**config.mk**
```make
export PLATFORM = sky130hd
export DESIGN_NAME = hazard_stall_unit
export DESIGN_NICKNAME = d
export VERILOG_FILES = /design/src/rtl/hazard_stall_unit.sv
export SDC_FILE = /design/constraint.sdc
export NUM_CORES = 1
export LEC_CHECK = 0
export BUFFER_PORTS_ARGS = -buffer_cell sky130_fd_sc_hd__buf_2
export CORE_MARGIN = 2
export CORE_UTILIZATION = 40
export CTS_CLUSTER_DIAMETER = 50
export CTS_CLUSTER_SIZE = 24
export DETAILED_ROUTE_END_ITERATION = 10
export PLACE_DENSITY = 0.77
export SYNTH_ARGS = -nofsm -noshare
export SYNTH_HDL_FRONTEND = slang
export SYNTH_SLANG_ARGS = --single-unit
```
**constraint.sdc**
```tcl
create_clock -name clk -period 2.4 [get_ports clk]
set_input_delay 0.6 -clock clk [delete_from_list [all_inputs] [get_ports clk]]
set_output_delay 0.6 -clock clk [all_outputs]
set_load 0.02 [all_outputs]
```
**src/rtl/hazard_stall_unit.sv**
```systemverilog
// hazard_stall_unit: stall/bubble controller beside the ID stage of the
// 5-stage RV32 pipeline. Stalls the front end on load-use hazards that
// forwarding cannot cover and freezes the front end while a multi-cycle
// multiply occupies EX.
// Optional build macro HAZARD_STALL_COUNTERS_EN adds the free-running
// load_stall_cnt / mul_stall_cnt outputs.
module hazard_stall_unit #(
   parameter int unsigned MUL_CYCLES = 4
) (
   input  logic        clk,
   input  logic        arst,
   input  logic [4:0]  rs1_IF_ID,
   input  logic [4:0]  rs2_IF_ID,
   input  logic        use_rs1_ID,
   input  logic        use_rs2_ID,
   input  logic [4:0]  rd_ID_EX,
   input  logic        mem_2_reg_EX,
   input  logic        reg_write_EX,
   input  logic        mul_EX,
   input  logic [4:0]  rd_EX_MEM,
   input  logic        mem_2_reg_MEM,
   input  logic        reg_write_MEM,
   output logic        pc_write_en,
   output logic        if_id_write_en,
   output logic        id_ex_write_en,
   output logic        id_ex_flush,
   output logic        ex_mem_bubble,
`ifdef HAZARD_STALL_COUNTERS_EN
   output logic [31:0] load_stall_cnt,
   output logic [31:0] mul_stall_cnt,
`endif
   output logic        mul_busy
);

   // A one-cycle multiply never needs a hold; a two-cycle multiply is
   // handled entirely in IDLE with the one-shot done flag.
   localparam bit         MUL_HOLD_EN = (MUL_CYCLES > 1);
   localparam bit         MUL_LONG    = (MUL_CYCLES > 2);
   localparam logic [3:0] CNT_INIT    = MUL_HOLD_EN ? 4'(MUL_CYCLES - 2) : 4'd0;

   typedef enum logic {
      IDLE     = 1'b0,
      MUL_BUSY = 1'b1
   } state_t;

   state_t     state, state_nxt;
   logic [3:0] cnt, cnt_nxt;
   logic       done, done_nxt;
   logic       mh;
   logic       lh;
   logic       h_ex;
   logic       h_mem;

   // True when the ID instruction actually reads register r (x0 excluded).
   function automatic logic id_reads(input logic [4:0] r,
                                     input logic [4:0] rs1, input logic u1,
                                     input logic [4:0] rs2, input logic u2);
      return (r != 5'd0) && ((u1 && (rs1 == r)) || (u2 && (rs2 == r)));
   endfunction

   // Load-use detection: a load result is only available from WB, so a
   // consumer must wait while the load sits in either EX or MEM.
   always_comb begin
      h_ex  = mem_2_reg_EX  && reg_write_EX  &&
              id_reads(rd_ID_EX,  rs1_IF_ID, use_rs1_ID, rs2_IF_ID, use_rs2_ID);
      h_mem = mem_2_reg_MEM && reg_write_MEM &&
              id_reads(rd_EX_MEM, rs1_IF_ID, use_rs1_ID, rs2_IF_ID, use_rs2_ID);
      lh    = h_ex || h_mem;
   end

   // Multiply-hold FSM next state and pipeline control outputs.
   always_comb begin
      state_nxt      = state;
      cnt_nxt        = cnt;
      done_nxt       = 1'b0;
      mh             = 1'b0;
      pc_write_en    = 1'b1;
      if_id_write_en = 1'b1;
      id_ex_write_en = 1'b1;
      id_ex_flush    = 1'b0;
      ex_mem_bubble  = 1'b0;
      mul_busy       = 1'b0;

      case (state)
         IDLE: begin
            // done blocks re-triggering on the same (still held) multiply
            mh = mul_EX && MUL_HOLD_EN && !done;
            if (mh) begin
               cnt_nxt = CNT_INIT;
               if (MUL_LONG) state_nxt = MUL_BUSY;
               else          done_nxt  = 1'b1;
            end
         end
         MUL_BUSY: begin
            if (cnt != 4'd0) begin
               mh      = 1'b1;
               cnt_nxt = cnt - 4'd1;
            end else begin
               // multiply leaves EX at this edge
               state_nxt = IDLE;
            end
         end
         default: state_nxt = IDLE;
      endcase

      if (mh) begin
         pc_write_en    = 1'b0;
         if_id_write_en = 1'b0;
         id_ex_write_en = 1'b0;
         ex_mem_bubble  = 1'b1;
         mul_busy       = 1'b1;
      end else if (lh) begin
         pc_write_en    = 1'b0;
         if_id_write_en = 1'b0;
         id_ex_flush    = 1'b1;
      end
   end

   // FSM state, hold counter and one-shot done flag.
   always_ff @(posedge clk or posedge arst) begin
      if (arst) begin
         state <= IDLE;
         cnt   <= 4'd0;
         done  <= 1'b0;
      end else begin
         state <= state_nxt;
         cnt   <= cnt_nxt;
         done  <= done_nxt;
      end
   end

`ifdef HAZARD_STALL_COUNTERS_EN
   // Per-cycle stall statistics; both wrap naturally at 32 bits.
   always_ff @(posedge clk or posedge arst) begin
      if (arst) begin
         load_stall_cnt <= 32'd0;
         mul_stall_cnt  <= 32'd0;
      end else begin
         if (lh && !mh) load_stall_cnt <= load_stall_cnt + 32'd1;
         if (mh)        mul_stall_cnt  <= mul_stall_cnt + 32'd1;
      end
   end
`endif

endmodule

```
==> impl_results.md, run 1 <==
* Status: finished, violations left
* Violated checks: setup timing
* Placed Area at between 700 and 800 um2
* Drt drc at 0
* Pre-CTS setup slack at -0.150 ns
* Die Area at 0.00168 mm2
* Root Driver: clkbuf_4
* P_leak at 0.400 nW
* Distinct cells, synth at 22
* Final core occ at 66.4%
* Clk sinks at 5
* Final layout net count at 142
* Max Fclk at 0.405 GHz
* Clock slew at reported path FFs at 0.05 ns
* Total congestion overflow at 0
* Area occupied by multi-input gates at 402 um2
* Initial antenna violation count at 0
* Initial drt markers at 6
* Final ANT Viol Nets at 0
* Reg-to-reg endpoint: cnt[0]
* Ratio of cells with drive above 1 in the final layout at between 40% and 50%
* TritonCTS clock tree: done
* Initial DRT Pass Iterations at 4
* Tightest Hold Check Type: in -> async
* Routed wire per std cell at between 10 and 15 um
* Gr usage total at slightly above 20%
* Simple-gate area share of the yosys netlist at 17.4%
* Post-Synthesis Cells at 65
* Post-Syn Area per Cell at 8.39 um2
* Post-synthesis sequential area ratio at 22.9%
* Hold Buf Count CTS at 0
* Worst skew pair latency at 0.24 ns
* Post-Synth XOR/XNOR Area at 33.7%
* Ys flop type: dfrtp_1
* Minimum clock period at ~2.5 ns
* Routed WL at 1520 um
* Row count at 13
* Crit Path Class: in -> out
* Count of maximum capacitance violations at 0
* Crit-path max cell delay at around 0.38 ns
* Mux cell area share after synthesis at 0%
* Diode count at 0
* Crit path cell chain: buf_6 > or3_4 > o311a_1 > a22oi_2 > and2_4 > buf_6
* Post-Synth Adder-Cell Area at around 4.6%
* Final Cell Area at 853 um2
* Largest net degree at the start of global routing at 6
* CP Launch Type: input port
* Worst relative slew slack at 79.3%
* Slew Viols, Final at 0
* Global-route wire length before repair at around 2100 um
* FF-to-FF Start: cnt[0]
* PnR worst setup slack at -0.0709 ns
* Starting density of the core at 42.5%
* Vias per inst at 5.05
* Syn Std Cell Area at 546 um2
* Post-synthesis compound-gate area fraction at 15.1%
* Gpl congestion at approximately 0.86
* Vias at 631
* Slowest stage cell, crit path: or3_4
* Die W at 40.9 um
* Filler Cells Inserted at 108
* Die Y at 40.9 um
* R2R depth at 9
* Max Root-Sink Buffers at 2
* Main combinational cell family by area after synthesis: XOR/XNOR gates
* CP bufs+invs at 2
* Core Box Area at 0.00128 mm2
* H-tree depth at 1
* VDD IR max at approximately 0.33 mV
* P&R area growth vs syn at 56.4%
* IO buf count at 34
* Vias in the first global route at between 500 and 600
* Nature of the critical path endpoint: primary output
* Critical Path Fanout Max at 2
* Delay-heaviest family, CP: simple AND/OR/NAND/NOR gates
* Worst endpoint data arrival time at 1.87 ns
* Worst hold slack at 0.252 ns
* Post-synth ARST share at 100%
* Least-Margin Pin Slew at between 0.3 and 0.4 ns
* R2R Setup Slk at 0.82 ns
* Final setup violation count at 2
* Syn nets at between 90 and 100
* Synth Warn # at 0
* RSZ-0062 raised after global routing: yes
* Dpl hpwl at roughly 1300 um
* Number of CTS-inserted buffers at 3
* Worst Skew at 0.00685 ns
* Number of synthesized flops with an enable pin at 0
* Final hold viol count at 0
* FF+latch area at 125 um2
* Most used cell, CP: buf_6
* Power Dens Cells at 884 mW/mm2
* Boundary Pins at 35
* Synthesized flop and latch total at 5
* Period utilization at 103%
* WP data required at 1.80 ns
-- worst max path at each step --
stage	start	endpoint	depth (start not counted)
3_3_place_gp	rd_ID_EX[0]	if_id_write_en	6
5_1_grt	rd_ID_EX[1]	if_id_write_en	6
3_5_place_dp	rd_ID_EX[0]	pc_write_en	6
6_report	rd_ID_EX[1]	if_id_write_en	6
2_1_floorplan	cnt[0]	id_ex_flush	7
4_1_cts	rd_ID_EX[2]	pc_write_en	6
-- cells by family (layout without fill, tap and decap cells) --
logic type                 count (synthesis)  count (layout)
xor gates and xnor gates                  21              21
AOI/OAI and AO/OA                         11              11
buffers and inverters                      7              52
DFF                                        5               5
adders and majority gates                  2               2
and+or+nand+nor                           19              19
-- report_power, final --
part	leakage, nW	total [mW]	switching, mW	internal [mW]
sequential	0.0600	0.163	0.0381	0.125
clock	0.0150	0.0976	0.0347	0.0629
combinational	0.325	0.494	0.255	0.238
total	0.400	0.754	0.328	0.426
-- cell usage after synthesis, types with 2 or more instances --
cell     number  area share (%)
nand2_1       6             4.1
a22oi_1       2             2.8
nor2_1        3             2.1
o22ai_1       2             2.3
buf_4         2             2.8
inv_1         5             3.4
ha_1          2             4.6
nand4_1       4             4.6
xnor2_1      20              32
dfrtp_1       5              23
o311a_1       2             3.7
or3_1         2             2.3
-- cell type report --
cell class,count,area share (%)
Clock buffer,4,3.08
Inverter,5,2.20
Multi-Input combinational cell,53,47.1
Sequential cell,5,14.7
Tap cell,15,2.20
Timing Repair Buffer,43,30.8
-- flip-flops by register name (all words and copies together) (netlist names) --
name / cells
state: 1
cnt: 4
-- timing repair --
action                                 4_1_cts  5_1_grt
setup buffers                                0        2
resized for setup                            7        1
setup endpoints to repair                    3        3
endpoints found under the hold margin        0        0
cloned                                       0        0
pin swaps                                    4        5
-- layout by cell type (no fill, tap or decap), types with 2 or more instances in the layout --
cell type,n
inv_1,5
nand2_1,6
dfrtp_1,5
nor2_1,2
o22ai_1,2
ha_1,2
xnor2_1,20
buf_2,30
buf_4,9
nand4_1,4
clkbuf_4,3
o311a_1,2
buf_6,4
-- metal layers --
metal | up-vias | track usage (%) | wire (um)
met1 | 284 | 19.9 | 563
met4 | 0 | 7.50 | 14
li1 | 316 | - | -
met2 | 29 | 40.2 | 864
met3 | 2 | 4.89 | 80
met5 | - | 0 | 0
-- per-stage QoR --
stage | setup TNS, ns | power, mW | std cells
floorplan | 0 | 0.467 | 65
global placement | -0.274 | 0.576 | 119
detailed placement | -0.333 | 0.594 | 119
CTS | -0.155 | 0.728 | 123
global route | -0.389 | 0.815 | 125
finish | -0.141 | 0.754 | 125
Note: power is estimated with default switching activity, not from simulation.
==> inputs of run 2 (changes only) <==
--- a/config.mk
+++ b/config.mk
@@ -15,3 +15,4 @@
 export SYNTH_ARGS = -nofsm -noshare
 export SYNTH_HDL_FRONTEND = slang
 export SYNTH_SLANG_ARGS = --single-unit
+export TNS_END_PERCENT = 20
==> run 2 against run 1 <==
The run still ends with setup timing left. Power shrank 3.7%. Largest cell class unchanged. Critical path depth is the same. Final cell count shrank 1.6%.
==> impl_results.md, run 2 (synthesis gave the netlist of run 1 again) <==
* Total congestion overflow at 0 (unchanged)
* Row count at 13 (unchanged)
* Vias at 614 (was 631)
* Routed WL at 1380 um (was 1520 um)
* PnR worst setup slack at -0.0430 ns (was -0.0709 ns)
* Status: finished, violations left (unchanged)
* Die W at 40.9 um (unchanged)
* Violated checks: setup timing (unchanged)
* CP Launch Type: input port (unchanged)
* Met3 WL post-DR at 63 um (was 80 um)
* Worst hold slack at 0.260 ns (was 0.252 ns)
* Final layout net count at 140 (was 142)
* Filler Cells Inserted at 117 (was 108)
* Power Dens Cells at 856 mW/mm2 (was 884 mW/mm2)
* Gpl congestion at 0.885 (was 0.857)
* Area occupied by multi-input gates at 412 um2 (was 402 um2)
* Clk sinks at 5 (unchanged)
* Hold Buf Count CTS at 0 (unchanged)
* Largest net degree at the start of global routing at 6 (unchanged)
* FF-to-FF Start: cnt[0] (unchanged)
* Die Y at 40.9 um (unchanged)
* Final ANT Viol Nets at 0 (unchanged)
* Die Area at 0.00168 mm2 (unchanged)
* FF+latch area at 125 um2 (unchanged)
* Routed wire per std cell at 11.2 um (was 12.2 um)
* CP startpoint: rd_ID_EX[0] (was rd_ID_EX[1])
* Commonest non-fill, non-tap cells in the layout: buf_2 (30), xnor2_1 (20), buf_4 (7), nand2_1 (6), dfrtp_1 (5) (was buf_2 (30), xnor2_1 (20), buf_4 (9), nand2_1 (6))
* Count of maximum capacitance violations at 0 (unchanged)
* WP data required at 1.80 ns (about the same)
* Least-Margin Pin Slew at 0.292 ns (was 0.308 ns)
* Vias in the first global route at 540 (was 557)
* Critical Path Fanout Max at 2 (unchanged)
* Nature of the critical path endpoint: primary output (unchanged)
* Post CTS Setup Buffer Count at 0 (unchanged)
* Minimum clock period at 2.44 ns (was 2.47 ns)
* VDD IR max at 0.282 mV (was 0.334 mV)
* Clock slew at reported path FFs at 0.04 ns (was 0.05 ns)
* Worst skew pair latency at 0.23 ns (was 0.24 ns)
* Starting density of the core at 42.5% (unchanged)
* P&R area growth vs syn at 55.5% (was 56.4%)
* Initial drt markers at 8 (was 6)
* Largest regs: cnt x4, state x1 (unchanged)
* Drt drc at 0 (unchanged)
* Crit Path Class: in -> out (unchanged)
* Slew Viols, Final at 0 (unchanged)
* IO buf count at 34 (unchanged)
* Period utilization at 102% (was 103%)
* Final setup violation count at 2 (unchanged)
* Ratio of cells with drive above 1 in the final layout at 46.3% (was 45.5%)
* WL met2 at 743 um (was 864 um)
* Met1 WL at 528 um (was 563 um)
* TritonCTS clock tree: done (unchanged)
* Max Fclk at 0.409 GHz (was 0.405 GHz)
* Diode count at 0 (unchanged)
* Worst relative slew slack at 80.3% (was 79.3%)
* Root Driver: clkbuf_4 (unchanged)
* Core Box Area at 0.00128 mm2 (unchanged)
* Global-route wire length before repair at 1990 um (was 2130 um)
* Biggest register: cnt (unchanged)
* Worst endpoint data arrival time at 1.84 ns (was 1.87 ns)
* Initial antenna violation count at 0 (unchanged)
* Final core occ at 66.0% (was 66.4%)
* Boundary Pins at 35 (unchanged)
* Worst Skew at 0.00128 ns (was 0.00685 ns)
* Initial DRT Pass Iterations at 4 (unchanged)
* Vias per inst at 4.99 (was 5.05)
* Top routing layer used: met4 (unchanged)
* Number of CTS-inserted buffers at 3 (unchanged)
* Final hold viol count at 0 (unchanged)
* Max FFs per register at 4 (unchanged)
* Most common cell after layout, fill and taps aside: buf_2 (unchanged)
* Max Root-Sink Buffers at 2 (unchanged)
* P_leak at 0.391 nW (was 0.400 nW)
* RSZ-0062 raised after global routing: yes (unchanged)
* H-tree depth at 1 (unchanged)
* Tightest Hold Check Type: in -> async (unchanged)
* Gr usage total at 19.3% (was 20.4%)
-- run 2: cell types whose count changed in the layout (fill, tap and decap cells not counted), sizes merged --
cell / delta
buf: -2
-- run 2: worst paths after layout --
kind                       depth (start not counted)             end  slack [ns]
setup / recovery                                   6  if_id_write_en       -0.04
hold / removal                                     2          cnt[3]        0.26
setup reg to reg                                   8          cnt[3]        0.88
hold reg to reg                                    1          cnt[0]        0.54
max in group asynchronous                          2          cnt[0]        1.96
min in group clk                                   1          cnt[0]        0.54
-- run 2: repair_timing --
action,CTS,global route
cloned,0,0
endpoints found under the hold margin,0,0
pin swaps,2,3
setup endpoints to repair,3,4
resized for setup,5,7
-- run 2: cell type report --
class	count	share of cell area (%)
Multi-Input combinational cell	53	48.5
Tap cell	15	2.21
Sequential cell	5	14.7
Inverter	5	2.21
Clock buffer	4	3.10
Timing Repair Buffer	41	29.2
-- run 2: power breakdown --
group	total [mW]	switching [mW]	internal, mW
registers	0.165	0.0393	0.125
clock network	0.0933	0.0306	0.0626
logic	0.469	0.252	0.217
total	0.726	0.322	0.404
-- run 2: routing by layer --
layer	vias to the layer above	global-route usage [%]
li1	310	-
met3	6	6.52
met4	0	11.7
met1	274	16.0
met5	-	0
met2	24	37.9
-- run 2: through the flow --
stage	instance area [um2]	total power [mW]	TNS (ns)	std cells	worst slack [ns]
4_1_cts	818	0.703	-0.142	123	-0.0718
5_1_grt	848	0.794	-0.184	123	-0.0819
3_3_place_gp	774	0.568	-0.215	119	-0.107
3_5_place_dp	774	0.581	-0.300	119	-0.141
2_1_floorplan	548	0.457	-0.0878	65	-0.0878
6_report	848	0.726	-0.0855	123	-0.0430
-- run 2: worst max-delay path, stage by stage --
cell	delay, ns
buf_6	0.09
or3_4	0.37
o311a_1	0.30
a22oi_2	0.19
and2_4	0.18
buf_6	0.11
